### config.mk
export PLATFORM = sky130hd
export DESIGN_NAME = sbox_arbiter
export DESIGN_NICKNAME = d
export VERILOG_FILES = /design/src/rtl/sbox_arbiter.sv
export SDC_FILE = /design/constraint.sdc
export NUM_CORES = 1
export LEC_CHECK = 0
export ABC_AREA = 1
export BUFFER_PORTS_ARGS = -buffer_cell sky130_fd_sc_hd__buf_2
export CORE_UTILIZATION = 45
export CTS_BUF_LIST = sky130_fd_sc_hd__clkbuf_4 sky130_fd_sc_hd__clkbuf_8 sky130_fd_sc_hd__clkbuf_16
export DETAILED_ROUTE_END_ITERATION = 16
export PLACE_DENSITY = 0.81
export SLEW_MARGIN = 15
export SYNTH_ARGS = -nofsm -noshare
export SYNTH_HDL_FRONTEND = slang
export SYNTH_SLANG_ARGS = --single-unit
### constraint.sdc
create_clock -name clk -period 3.7 [get_ports clk]
set_clock_uncertainty 0.2 [all_clocks]
set_input_delay 1.11 -clock clk [delete_from_list [all_inputs] [get_ports clk]]
set_output_delay 1.11 -clock clk [all_outputs]
set_load 0.02 [all_outputs]
### src/rtl/sbox_arbiter.sv
// sbox_arbiter: sequences the one-shot sbox table load, then arbitrates ke/sb word lookups onto the single LUT port.
// Latency: a granted word's substituted result is registered and returned one cycle after the grant; 1 word/cycle total.
// Backpressure: requesters hold req/val until gnt; no grants outside READY or in a reload cycle.
// Optional feature macro SBOX_ARB_RR_EN: round-robin arbitration (undefined: fixed priority, key-expansion wins).
module sbox_arbiter #(
    parameter int WORD_W       = 32,
    parameter int LOAD_TIMEOUT = 8
) (
    input  logic              clk,
    input  logic              reset,
    input  logic              cfg_start,
    output logic              sbox_load_vld,
    input  logic              sbox_available,
    output logic              load_err,
    output logic              ready,
    input  logic              ke_req,
    input  logic [WORD_W-1:0] ke_val,
    output logic              ke_gnt,
    output logic              ke_rsp_vld,
    output logic [WORD_W-1:0] ke_rsp_data,
    input  logic              sb_req,
    input  logic [WORD_W-1:0] sb_val,
    output logic              sb_gnt,
    output logic              sb_rsp_vld,
    output logic [WORD_W-1:0] sb_rsp_data,
    output logic [WORD_W-1:0] lut_val,
    output logic              lut_val_vld,
    input  logic [WORD_W-1:0] lut_data
);

    typedef enum logic [1:0] {ST_IDLE, ST_LOAD, ST_READY} state_t;

    // Last LOAD cycle index; without an acknowledge there, the load times out.
    localparam logic [7:0] LOAD_LAST = 8'(LOAD_TIMEOUT - 1);

    state_t     state;
    logic [7:0] load_cnt;
    logic       serve;

    // Lookups are only served with a valid table, and a reload request steals the cycle.
    assign serve = (state == ST_READY) && !cfg_start;

`ifdef SBOX_ARB_RR_EN
    // Set when sub-bytes should win the next contention (i.e. key-expansion was granted last).
    logic rr_sb;

    // Round-robin: on contention the requester not granted most recently wins.
    always_comb begin
        ke_gnt = serve && ke_req && (!sb_req || !rr_sb);
        sb_gnt = serve && sb_req && (!ke_req || rr_sb);
    end

    // Pointer moves away from whichever requester was just granted.
    always_ff @(posedge clk or posedge reset) begin
        if (reset) begin
            rr_sb <= 1'b0;
        end else if (ke_gnt) begin
            rr_sb <= 1'b1;
        end else if (sb_gnt) begin
            rr_sb <= 1'b0;
        end
    end
`else
    // Fixed priority: key-expansion always wins contention.
    always_comb begin
        ke_gnt = serve && ke_req;
        sb_gnt = serve && sb_req && !ke_req;
    end
`endif

    // Present the winner's word to the LUT; the port is idle-zero when nobody is granted.
    always_comb begin
        lut_val_vld = ke_gnt || sb_gnt;
        lut_val     = '0;
        if (ke_gnt) begin
            lut_val = ke_val;
        end else if (sb_gnt) begin
            lut_val = sb_val;
        end
    end

    // Load/ready sequencing with registered strobe, error pulse and ready flag.
    always_ff @(posedge clk or posedge reset) begin
        if (reset) begin
            state         <= ST_IDLE;
            load_cnt      <= 8'd0;
            sbox_load_vld <= 1'b0;
            load_err      <= 1'b0;
            ready         <= 1'b0;
        end else begin
            sbox_load_vld <= 1'b0;
            load_err      <= 1'b0;
            case (state)
                ST_IDLE: begin
                    if (cfg_start) begin
                        state         <= ST_LOAD;
                        load_cnt      <= 8'd0;
                        sbox_load_vld <= 1'b1;
                    end
                end
                ST_LOAD: begin
                    // An acknowledge in the final LOAD cycle still beats the timeout.
                    if (sbox_available) begin
                        state <= ST_READY;
                        ready <= 1'b1;
                    end else if (load_cnt == LOAD_LAST) begin
                        state    <= ST_IDLE;
                        load_err <= 1'b1;
                    end else begin
                        load_cnt <= load_cnt + 8'd1;
                    end
                end
                ST_READY: begin
                    if (cfg_start) begin
                        state         <= ST_LOAD;
                        ready         <= 1'b0;
                        load_cnt      <= 8'd0;
                        sbox_load_vld <= 1'b1;
                    end
                end
                default: begin
                    state <= ST_IDLE;
                    ready <= 1'b0;
                end
            endcase
        end
    end

    // Register the LUT result to the winner; the loser keeps its last result.
    always_ff @(posedge clk or posedge reset) begin
        if (reset) begin
            ke_rsp_vld  <= 1'b0;
            ke_rsp_data <= '0;
            sb_rsp_vld  <= 1'b0;
            sb_rsp_data <= '0;
        end else begin
            ke_rsp_vld <= ke_gnt;
            sb_rsp_vld <= sb_gnt;
            if (ke_gnt) begin
                ke_rsp_data <= lut_data;
            end
            if (sb_gnt) begin
                sb_rsp_data <= lut_data;
            end
        end
    end

endmodule

Word level (Yosys, flattened, before mapping)
Index checks and enable logic that the tools add are counted.
{"block": "word_totals", "reg_bits": 79, "in_bits": 102, "out_inout_bits": 104}
{"block": "op_classes", "reduce_logical": 13, "eq_ne": 9, "bitwise_logic": 1, "n_addsub": 1, "mux": 18}
{"operator": "$mux W32", "count": 2}
{"operator": "$mux W8", "count": 3}
{"operator": "$pmux W8 S2", "count": 1}
{"operator": "$add A8 B1 Y8 const B", "count": 1}
{"operator": "$eq A8 B3 Y1 const B", "count": 1}
{"operator": "$ne A2 B2 Y1 const B", "count": 4}
{"operator": "$mux W1", "count": 7}
{"operator": "$mux W2", "count": 3}
{"operator": "$logic_and A1 B1 Y1", "count": 4}
{"operator": "$pmux W2 S2", "count": 1}
{"operator": "$reduce_and A4 Y1", "count": 1}
{"operator": "$ne A3 B3 Y1 const B", "count": 1}
{"operator": "$pmux W1 S3", "count": 1}
{"operator": "$reduce_and A3 Y1", "count": 1}
{"operator": "$eq A2 B1 Y1 const B", "count": 1}
{"operator": "$eq A2 B2 Y1 const B", "count": 1}
{"operator": "$logic_not A1 Y1", "count": 2}
{"operator": "$logic_not A2 Y1", "count": 1}
{"operator": "$ne A2 B1 Y1 const B", "count": 1}
{"operator": "$reduce_and A2 Y1", "count": 1}
{"operator": "$reduce_bool A2 Y1", "count": 1}
{"operator": "$reduce_or A2 Y1", "count": 1}
{"operator": "$logic_or A1 B1 Y1", "count": 1}
{"operator": "$not A1 Y1", "count": 1}

Longest topological paths before layout
Gate-level depths: netlist (run 1).
{"block": "logic_depth", "ltp_word": 6, "mapped_depth": 8}

Worst setup path before layout (run 1)
Ideal clock, no wire load.
{"block": "synth_timing", "kind": "input-to-output", "from": "input port cfg_start", "to": "output port lut_val[14]", "t_arrival_ns": 1.966, "path_slack_ns": 0.424, "path_stages": 8, "path_cell_list": "inv_1 -> nand2_2 -> nor2_4 -> nand2_2 -> inv_2 -> buf_2 -> nand2_1 -> nand2_1"}
{"block": "synth_between", "word_cells_on_any_way": 7, "cone_classes": "mux: 2; reduce/logical: 5"}
{"item": "start, declared", "line_no": "11", "source": "input logic cfg_start,"}
{"item": "$logic_not A1 Y1", "line_no": "41", "source": "assign serve = (state == ST_READY) && !cfg_start;"}
{"item": "$logic_and A1 B1 Y1", "line_no": "41"}
{"item": "$logic_and A1 B1 Y1", "line_no": "66", "source": "ke_gnt = serve && ke_req;"}
{"item": "via ke_gnt", "line_no": "18", "source": "output logic ke_gnt,"}
{"item": "$mux W32", "line_no": "75", "source": "if (ke_gnt) begin"}
{"item": "end, declared", "line_no": "26", "source": "output logic [WORD_W-1:0] lut_val,"}
The timed path passes the listed nets, and every way through them passes these cells.

Worst setup path after layout (run 1)
{"block": "layout_timing", "from": "input port cfg_start", "to": "output port lut_val[15]"}
{"block": "layout_between", "elab_chain_len": 6, "word_cells_on_any_way": 7, "cone_classes": "mux: 2; reduce/logical: 5"}
{"item": "$logic_not A1 Y1 (*)", "line_no": "41"}
{"item": "$logic_and A1 B1 Y1 (*)", "line_no": "41"}
{"item": "$logic_and A1 B1 Y1 (2 in a row)", "line_no": "67", "source": "sb_gnt = serve && sb_req && !ke_req;"}
{"item": "$mux W32", "line_no": "77", "source": "end else if (sb_gnt) begin"}
{"item": "$mux W32 (*)", "line_no": "75"}
Mark *: on every way between the ends. The rest lies on a longest branch, timed or not.

==> results.md, run 1 <==
- Status: complete, no violations
- Cells after Synth: around 430
- Post-cts resize count: 0
- Maximum VDD drop: slightly above 0.0003 V
- Top Ports: between 200 and 250
- Lkg Pwr: between 0.003 and 0.004 uW
- Die footprint: between 8000 and 9000 um2
- Number of CTS-inserted buffers: 9
- Initial Util: 0.475
- Yosys warnings: 0
- Cell taking the most area after synthesis: dfrtp_1
- Final nets: around 740
- Clk Latency, worst-skew pair: 0.35 ns
- CP Max Fanout: 34
- Met2 GRT Util: 0.354
- WS Path Type: in -> out
- Post-detailed-route count of antenna-violating nets: 0
- TNS Setup: 0 ns
- Endpoint type of the worst setup path: output pin
- Vias/cell: 4.77
- Final Non-Filler Cells: around 740
- Unrepaired setup endpoints after global routing: false
- Largest family of logic cells by synthesized area: simple AND/OR/NAND/NOR gates
- # DRC: 0
- Crit path DAT: ~2.2 ns
- Layout cell share with drive strength beyond 1: 0.437
- Seq cells post-synth: between 70 and 80
- Synth top cells by count: 183 x nand2_1, 79 x dfrtp_1, 44 x o21ai_2
- Initial antenna violation count: 0
- Busiest grt layer: met2
- M1 GR Usage: 0.332
- Die height: between 90 and 100 um
- Post-synth EDFFs: 0
- Hold_buf cts: 0
- GR Util All Layers: 0.232
- Area Growth Syn to Fin: 33.1%
- Dpl hpwl: around 7.5 mm
- Critical path launch point type: input port
- Hold/Removal Path Class: reg -> reg
- Final setup violation count: 0
- TritonRoute pass-1 iters: 4
- Std-Cell Core Area: a little under 8000 um2
- Max-slew violations: 0
- Total wire length: roughly 9.8 mm
- Post-synthesis sequential area ratio: 0.528
- Filler cells: 666
- Post-CTS setup buffers: 0
- Clk slew on worst S/H paths: 0.09 ns
- Post-Syn Nets: between 500 and 600
- Grt total ovfl: 0
- Largest net degree at the start of global routing: between 40 and 50
- Number of global-route vias before repair: 3,277
- Top FF cell, synth: dfrtp_1
- Dpl cells: just over 700
- Die X: 93.2 um
- Post-Synth Simple-Gate Area: 0.226
- Synth Cell Area: ~3700 um2
- Mean Syn Cell Area: approximately 8.6 um2
- WL/cell: roughly 13 um
- Yosys top cell area share: 0.528
- Fin crit share: 0.936
- Rows: 32
- Vias post-DR: roughly 3.5k
- Synth Area in Compound Gates: 0.136
- IO buf count: approximately 210
- Most instantiated library cell after synthesis: nand2_1
- Worst EP required: 2.39 ns
- Endpoints failing hold: 0
- Post-Synth XOR/XNOR Area: 0.00936
- Design Power: 3330 uW
- Slew margin rel.: 0.538
- Async SR Flop Fraction: 1.00
- Max cap viols: 0
- GP Congestion: 0.877
- Fin crit period: approximately 3.5 ns
- Dominant cells by area after synthesis: dfrtp_1 53%, nand2_1 18%, o21ai_2 10%, inv_1 4.2%, buf_6 3.6%
- Diode count: 0
- CTS Sinks: 79
- PwrDens: between 600 and 700 nW/um2
- Least-Margin Pin Slew: between 0.6 and 0.7 ns
- Synth cell types: 21
- Mux share of post-synthesis cell area: 0
- CTS root buf: clkbuf_8
- 1st-iter DRT viols: 115
- CTS tree: built
- H-tree levels: 3
- Adder-cell share of the synthesized area: 0.00334
- First-pass GRT wire length: ~16 mm
- Max Buffers Root-to-Sink: 2
- Fmax: 289 MHz
- Global Route met3 Usage: 0.0537
[worst paths after layout]
kind,from,endpoint,slack (ns),cells past startpoint
min reg2reg,sb_rsp_data[26],sb_rsp_data[26],0.28,2
min in group asynchronous,reset,sb_rsp_data[18],0.64,2
max,cfg_start,lut_val[15],0.24,10
max in group asynchronous,reset,sb_rsp_data[15],2.02,3
max reg2reg,load_cnt[0],load_cnt[7],1.84,6
min,sb_rsp_data[26],sb_rsp_data[26],0.28,2
[routing by layer]
| layer | share of wire | vias to the layer above |
|---|---|---|
| met2 | 0.47 | 139 |
| met3 | 0.070 | 15 |
| met4 | 0.013 | 0 |
| li1 | - | 1749 |
| met1 | 0.45 | 1641 |
| met5 | 0 | - |
[stage by stage]
step | utilization | area [um2] | worst slack (ns) | hold slack (ns)
2_1_floorplan | - | 3740 | 0.367 | 0.282
3_3_place_gp | 0.608 | 4800 | 0.281 | 0.259
3_5_place_dp | 0.608 | 4800 | 0.241 | 0.261
4_1_cts | 0.632 | 4980 | 0.239 | 0.285
5_1_grt | 0.632 | 4980 | 0.125 | 0.309
6_report | 0.632 | 4980 | 0.238 | 0.282
[logic make-up after synthesis]
family                     count (synthesis)
and+or+nand+nor                          214
xor gates and xnor gates                   4
DFF                                       79
buffers and inverters                     67
adders and majority gates                  1
AOI/OAI and AO/OA                         69
[flip-flops by register name, summed over array words and instances (netlist names)]
name / flops
ke_rsp_vld: 1
load_cnt: 8
ready: 1
sb_rsp_vld: 1
sb_rsp_data: 32
load_err: 1
ke_rsp_data: 32
state: 2
sbox_load_vld: 1
[critical path, cell delays in order]
cell     delay, ns
buf_2         0.10
inv_1         0.07
nand2_2       0.09
nor2_4        0.11
nand3_2       0.11
inv_2         0.09
buf_12        0.18
nand2_1       0.06
nand2_1       0.07
buf_2         0.16
[cell type report]
cell class              count  area, um2  share of cell area
clock buffers               9        124              0.0249
well taps                 102        128              0.0256
flip-flops and latches     79       1980               0.397
clock inverters             7       61.3              0.0123
repair buffers            212       1120               0.224
inverters                  46        174              0.0349
multi-input cells         288       1400               0.282
[report_power, final]
part	leakage, uW	total, uW	switching, uW	internal [uW]
logic	0.00189	1350	869	484
clock network	0.0000945	604	345	259
registers	0.00102	1370	178	1200
[cells in the final DEF (no fill, tap or decap), drive strengths merged, types with 3 or more instances in the layout]
master / netlist / final
buf: 19 / 212
nand2: 185 / 185
dfrtp: 79 / 79
o21ai: 69 / 69
inv: 45 / 49
nand3: 15 / 15
nor2: 12 / 12
clkbuf: 2 / 9
xor2: 4 / 4
clkinv: 1 / 3
No activity file was read; power rests on OpenSTA's default activity.
==> run 2: changes to the inputs <==
- ABC_AREA: 1 -> unset
- CORE_UTILIZATION: 45 -> 43
- PLACE_DENSITY: 0.81 -> 0.8
- SETUP_SLACK_MARGIN: unset -> 0.4
==> run 2 against run 1 <==
  * Power up 7.2%
  * Highest routed layer unchanged
  * Design area up 6.7%
  * Largest cell class unchanged
  * Sequential power grew 3%
  * Largest power group is now combinational cells
  * Wire length grew 1.6%
  * Hold slack gained 0.025 ns
  * Fmax fell by 0.20%
  * Core utilization increased by 8.6 points
  * Combinational power up 5%
  * Die area fell by 5.4%
  * Cell count shrank 24%
  * Via count down 16%
==> results.md, run 2 <==
- Status: complete, no violations
- TNS Setup: 0 ns
- Internal: roughly 2200 uW
- Unrepaired setup endpoints after global routing: true
- Final hold slack: about 0.31 ns
- GR Util All Layers: 0.224
- Total wire length: between 10 and 15 mm
- IO buf count: a little over 200
- Endpoint type of the worst setup path: output pin
- Worst reg2reg setup slack: 1.38 ns
- Async SR Flop Fraction: 1.00
- Die height: 90.6 um
- # DRC: 0
- Max cap viols: 0
- Maximum VDD drop: approximately 0.00042 V
- Number of global-route vias before repair: 2,880
- Launch point of the worst reg-to-reg path: state[0]
- Top Ports: 206
- Final nets: between 500 and 600
- WS Path Type: in -> out
- CTS tree: built
- Hold_buf cts: 0
- CTS Sinks: 79
- Clk slew on worst S/H paths: ~0.08 ns
- Synth top cells by count: 79 x dfrtp_1, 64 x mux2_2, 32 x a22o_1
- Critical path startpoint: cfg_start
- Layout cell share with drive strength beyond 1: 0.699
- Initial antenna violation count: 0
- Least-Margin Pin Slew: 0.772 ns
- Grt total ovfl: 0
- CTS root buf: clkbuf_8
- H-tree levels: 3
- CP Max Fanout: 5
- Commonest non-fill, non-tap cells in the layout: 170 x buf_2, 79 x dfrtp_1, 64 x mux2_2
- Worst Hold Launch: sb_rsp_data[2]
- Dpl hpwl: about 7 mm
- GP Congestion: approximately 0.8
- Post-synthesis sequential area ratio: 0.585
- Most instantiated library cell after synthesis: dfrtp_1
- Commonest non-fill, non-tap cell in the layout: buf_2
- Vias/cell: about 5.2
- Synth cell types: 32
- Worst EP required: approximately 2.4 ns
- Initial Util: 0.456
- Cells after Synth: between 200 and 250
- PwrDens: 671 nW/um2
- Post-synth EDFFs: 0
- Max-slew violations: 0
- Lkg Pwr: 0.00279 uW
- Post-Syn Nets: 340
- Endpoints failing hold: 0
- Mean Syn Cell Area: between 10 and 15 um2
- Std-Cell Core Area: ~7400 um2
- Hold/Removal Path Class: reg -> reg
- Yosys top cell area share: 0.585
- Comb power frac: 0.397
- Die footprint: about 8200 um2
- Sequential power share: 0.395
- Final setup violation count: 0
- Largest regs: ke_rsp_data (32), sb_rsp_data (32), load_cnt (8)
- Diode count: 0
- 1st-iter DRT viols: just under 90
- Crit path DAT: 2.16 ns
- Number of CTS-inserted buffers: 9
- Fin crit period: ~3.5 ns
- Design Power: about 3600 uW
- Synth Cell Area: ~3400 um2
- First-pass GRT wire length: between 10 and 15 mm
- Fmax: 288 MHz
- Critical path launch point type: input port
- Area Growth Syn to Fin: 57.4%
- Sw Pwr: 1340 uW
- Clk Latency, worst-skew pair: between 0.3 and 0.4 ns
- Post-detailed-route count of antenna-violating nets: 0
- Seq cells post-synth: slightly below 80
- Fin crit share: 0.938
- Power share of the clock group: 0.208
- Largest net degree at the start of global routing: 36
- Switching share of power: 0.376
- Slew margin rel.: 0.484
- Dominant cells by area after synthesis: dfrtp_1 59%, mux2_2 21%, a22o_1 8.3%, buf_2 1.5%, mux2i_1 0.89%
- Vias post-DR: about 3.0k
- Yosys warnings: 0
- Max Buffers Root-to-Sink: 2
- Top FF cell, synth: dfrtp_1
- Cell taking the most area after synthesis: dfrtp_1
- WL/cell: between 15 and 20 um
- Rows: 31
- Die X: approximately 90 um
- TritonRoute pass-1 iters: 4
==> run 2: cell count changes in the layout (fill, tap and decap cells not counted), sizes merged, moves of 11 or more <==
cell | before | now
a22o | 0 | 32
inv | 49 | 9
buf | 212 | 224
nor2 | 12 | 1
mux2 | 0 | 64
nand2 | 185 | 8
nand3 | 15 | 2
o21ai | 69 | 4
==> run 2: final timing paths <==
path                                   endpoint  depth (start not counted)
min in group asynchronous        sb_rsp_data[1]                          2
worst max register to register  ke_rsp_data[22]                          8
max in group asynchronous        sb_rsp_data[4]                          3
worst min-delay path             sb_rsp_data[2]                          1
worst max-delay path                lut_val[19]                          7
worst min register to register   sb_rsp_data[2]                          1
==> run 2: timing repair <==
action	4_1_cts	5_1_grt
setup endpoints to repair	34	34
resized for setup	7	66
gates cloned	1	6
buffers inserted	5	3
pin swaps	2	9
==> run 2: stage by stage <==
step / area, um2 / util / setup WS [ns] / instances
after CTS: 4970 / 0.670 / 0.160 / 558
after detailed placement: 4640 / 0.626 / 0.156 / 536
after floorplan: 3470 / - / 0.341 / 237
after global placement: 4640 / 0.626 / 0.223 / 536
after global routing: 5320 / 0.718 / 0.161 / 567
final: 5320 / 0.718 / 0.231 / 567
==> run 2: kinds of logic after synthesis <==
group / after synthesis / synth area share
AND/OR/NAND/NOR: 25 / 0.0467
XOR/XNOR: 2 / 0.00519
multiplexers: 67 / 0.222
AO/OA/AOI/OAI: 43 / 0.106
adder cells (fa/ha/maj): 1 / 0.00370
buffers and inverters: 20 / 0.0315
flip-flops: 79 / 0.585
==> run 2: area by class of cell <==
class | count | area, um2
clock buffers | 9 | 124
clock inverters | 7 | 113
fillers | 525 | 2090
inverters | 7 | 32.5
multi-input cells | 138 | 1390
flip-flops and latches | 79 | 1980
well taps | 99 | 124
repair buffers | 228 | 1560
==> run 2: critical path, cell delays in order <==
cell,delay (ns)
buf_8,0.10
nor3_4,0.15
and2_4,0.22
buf_6,0.15
clkbuf_16,0.15
a22o_1,0.15
buf_6,0.12
==> run 2: routing by layer <==
| metal | global-route usage | vias to the layer above | wire [um] |
|---|---|---|---|
| met1 | 0.290 | 1454 | 4270 |
| li1 | - | 1338 | - |
| met2 | 0.377 | 160 | 4970 |
| met3 | 0.0564 | 16 | 641 |
| met4 | 0.0524 | 0 | 123 |
| met5 | 0 | - | 0 |
==> run 2: power by group through the flow <==
stage	clock, uW	combinational, uW	sequential (uW)
floorplan	0	411	1850
global placement	0	1350	1400
detailed placement	0	1380	1420
CTS	761	1390	1410
global route	801	1490	1460
finish	742	1420	1410
==> run 3: changes to the inputs <==
- GPL_TIMING_DRIVEN: unset -> 0
- HOLD_SLACK_MARGIN: unset -> 0.1
==> run 3 against run 2 <==
  * Hold slack lost 0.0053 ns
  * Worst setup slack gained 0.0065 ns
  * Wire length grew 1.9%
  * Clock power shrank 8.5%
  * Largest cell class unchanged
==> results.md, run 3 (same netlist as run 2, synthesis figures left out) <==
- Status: complete, no violations
- TritonRoute pass-1 iters: 4
- Critical path launch point type: input port
- First-pass GRT wire length: 15.2 mm
- Least-Margin Pin Slew: 0.604 ns
- Vias/cell: 5.13
- Commonest non-fill, non-tap cells in the layout: 174 x buf_2, 79 x dfrtp_1, 64 x mux2_2
- Unrepaired setup endpoints after global routing: true
- Clk Latency, worst-skew pair: between 0.3 and 0.4 ns
- Number of global-route vias before repair: approximately 3k
- Grt total ovfl: 0
- Largest net degree at the start of global routing: 30
- Critical path, cell by cell: buf_8, nor3_4, buf_6, nand3b_4, clkinv_8, clkbuf_16, a22o_1, buf_6
- Hold path depth: 1
- Layout cell share with drive strength beyond 1: 0.704
- Diode count: 0
- Area Growth Syn to Fin: 59.3%
- Number of CTS-inserted buffers: 9
- Commonest non-fill, non-tap cell in the layout: buf_2
- CTS tree: built
- Cell depth of the worst flop-to-flop path: 6
- Worst EP required: ~2.4 ns
- Die X: approximately 90 um
- Post-route setup slack: 0.237 ns
- FF-to-FF End: sb_rsp_data[22]
- Crit path DAT: 2.15 ns
- CTS Sinks: a little under 80
- Fin crit period: around 3.5 ns
- Worst reg2reg setup slack: around 1.7 ns
- GR Util All Layers: 0.238
- Initial antenna violation count: 0
- Fin crit share: 0.936
- Die footprint: approximately 8200 um2
- Clk slew on worst S/H paths: around 0.080 ns
- WS Path Type: in -> out
- Fmax: about 290 MHz
- # DRC: 0
- Endpoints failing hold: 0
- Vias post-DR: a little under 3k
- Crit-path slowest cell: a22o_1
- CTS root buf: clkbuf_8
- Initial Util: 0.456
- Final setup violation count: 0
- IO buf count: between 200 and 250
- GP Congestion: between 0.7 and 0.8
- 1st-iter DRT viols: between 70 and 80
- Max Buffers Root-to-Sink: 2
- Post-layout util: 0.727
- Slew margin rel.: 0.596
- Total wire length: just over 10 mm
- Rows: 31
- Maximum VDD drop: approximately 0.00051 V
- Max-slew violations: 0
- H-tree levels: 3
- Launch point of the worst reg-to-reg path: state[0]
- Lkg Pwr: roughly 0.0028 uW
- Post-detailed-route count of antenna-violating nets: 0
- Critical path buffers and inverters: 5
- Hold/Removal Path Class: reg -> reg
- Worst Hold Launch: sb_rsp_data[30]
- Hold_buf cts: 0
- Std-Cell Core Area: around 7400 um2
- Place WS: -0.117 ns
- Max incr delay on CP: 0.16 ns
- Largest regs: ke_rsp_data (32), sb_rsp_data (32), load_cnt (8)
- Final nets: 571
- WL/cell: approximately 18 um
- Die height: roughly 91 um
- Endpoint type of the worst setup path: output pin
- CP Max Fanout: 7
- PwrDens: 654 nW/um2
- Worst Hold Path EP: sb_rsp_data[30]
- Max cap viols: 0
- Most frequent CP cell: buf_6
- Critical path's top delay family: buffers and inverters
- Top Ports: about 210
- Dpl hpwl: just over 7 mm
## run 3: how the worst max path moves through the flow
stage,startpoint,end,slack [ns],cells past startpoint
floorplan,cfg_start,lut_val[18],0.34,5
global placement,cfg_start,lut_val[29],-0.08,7
detailed placement,cfg_start,lut_val[29],-0.12,7
CTS,cfg_start,lut_val[29],0.17,8
global route,cfg_start,lut_val[26],0.17,8
finish,cfg_start,lut_val[26],0.24,8
## run 3: final cells by class
type	count	area [um2]
Tap cell	99	124
Fill cell	507	2030
Multi-Input combinational cell	138	1400
Inverter	7	42.5
Clock inverter	6	72.6
Sequential cell	79	1980
Timing Repair Buffer	220	1470
Clock buffer	10	138
Buffer	13	161
## run 3: what timing repair did
item                                    in CTS  in global routing
endpoints found under the setup margin      34                 35
setup buffers                                8                  1
cloned                                       2                  2
pin swaps                                   12                 25
resized for setup                           71                 32
## run 3: stage by stage
step,instance area [um2],setup TNS (ns),instances,hold WS (ns),power (uW)
CTS,5200,0,569,0.307,3530
global route,5380,0,572,0.313,3700
floorplan,3470,0,237,0.268,2260
finish,5380,0,572,0.302,3520
detailed placement,4660,-2.18,543,0.288,2810
global placement,4620,-1.04,541,0.282,2740
## run 3: metal layers
metal	global-route usage	routed length (um)	vias to the layer above
li1	-	-	1338
met1	0.293	4180	1452
met2	0.416	5310	132
met3	0.0631	606	12
met4	0.0578	99	0
met5	0	0	-
## run 3: power by group
| group | total [uW] | internal [uW] | switching (uW) | leakage, uW |
|---|---|---|---|---|
| clock network | 679 | 341 | 338 | 0.000110 |
| registers | 1400 | 1220 | 183 | 0.000989 |
| logic | 1440 | 613 | 824 | 0.00174 |
| total | 3520 | 2180 | 1340 | 0.00284 |
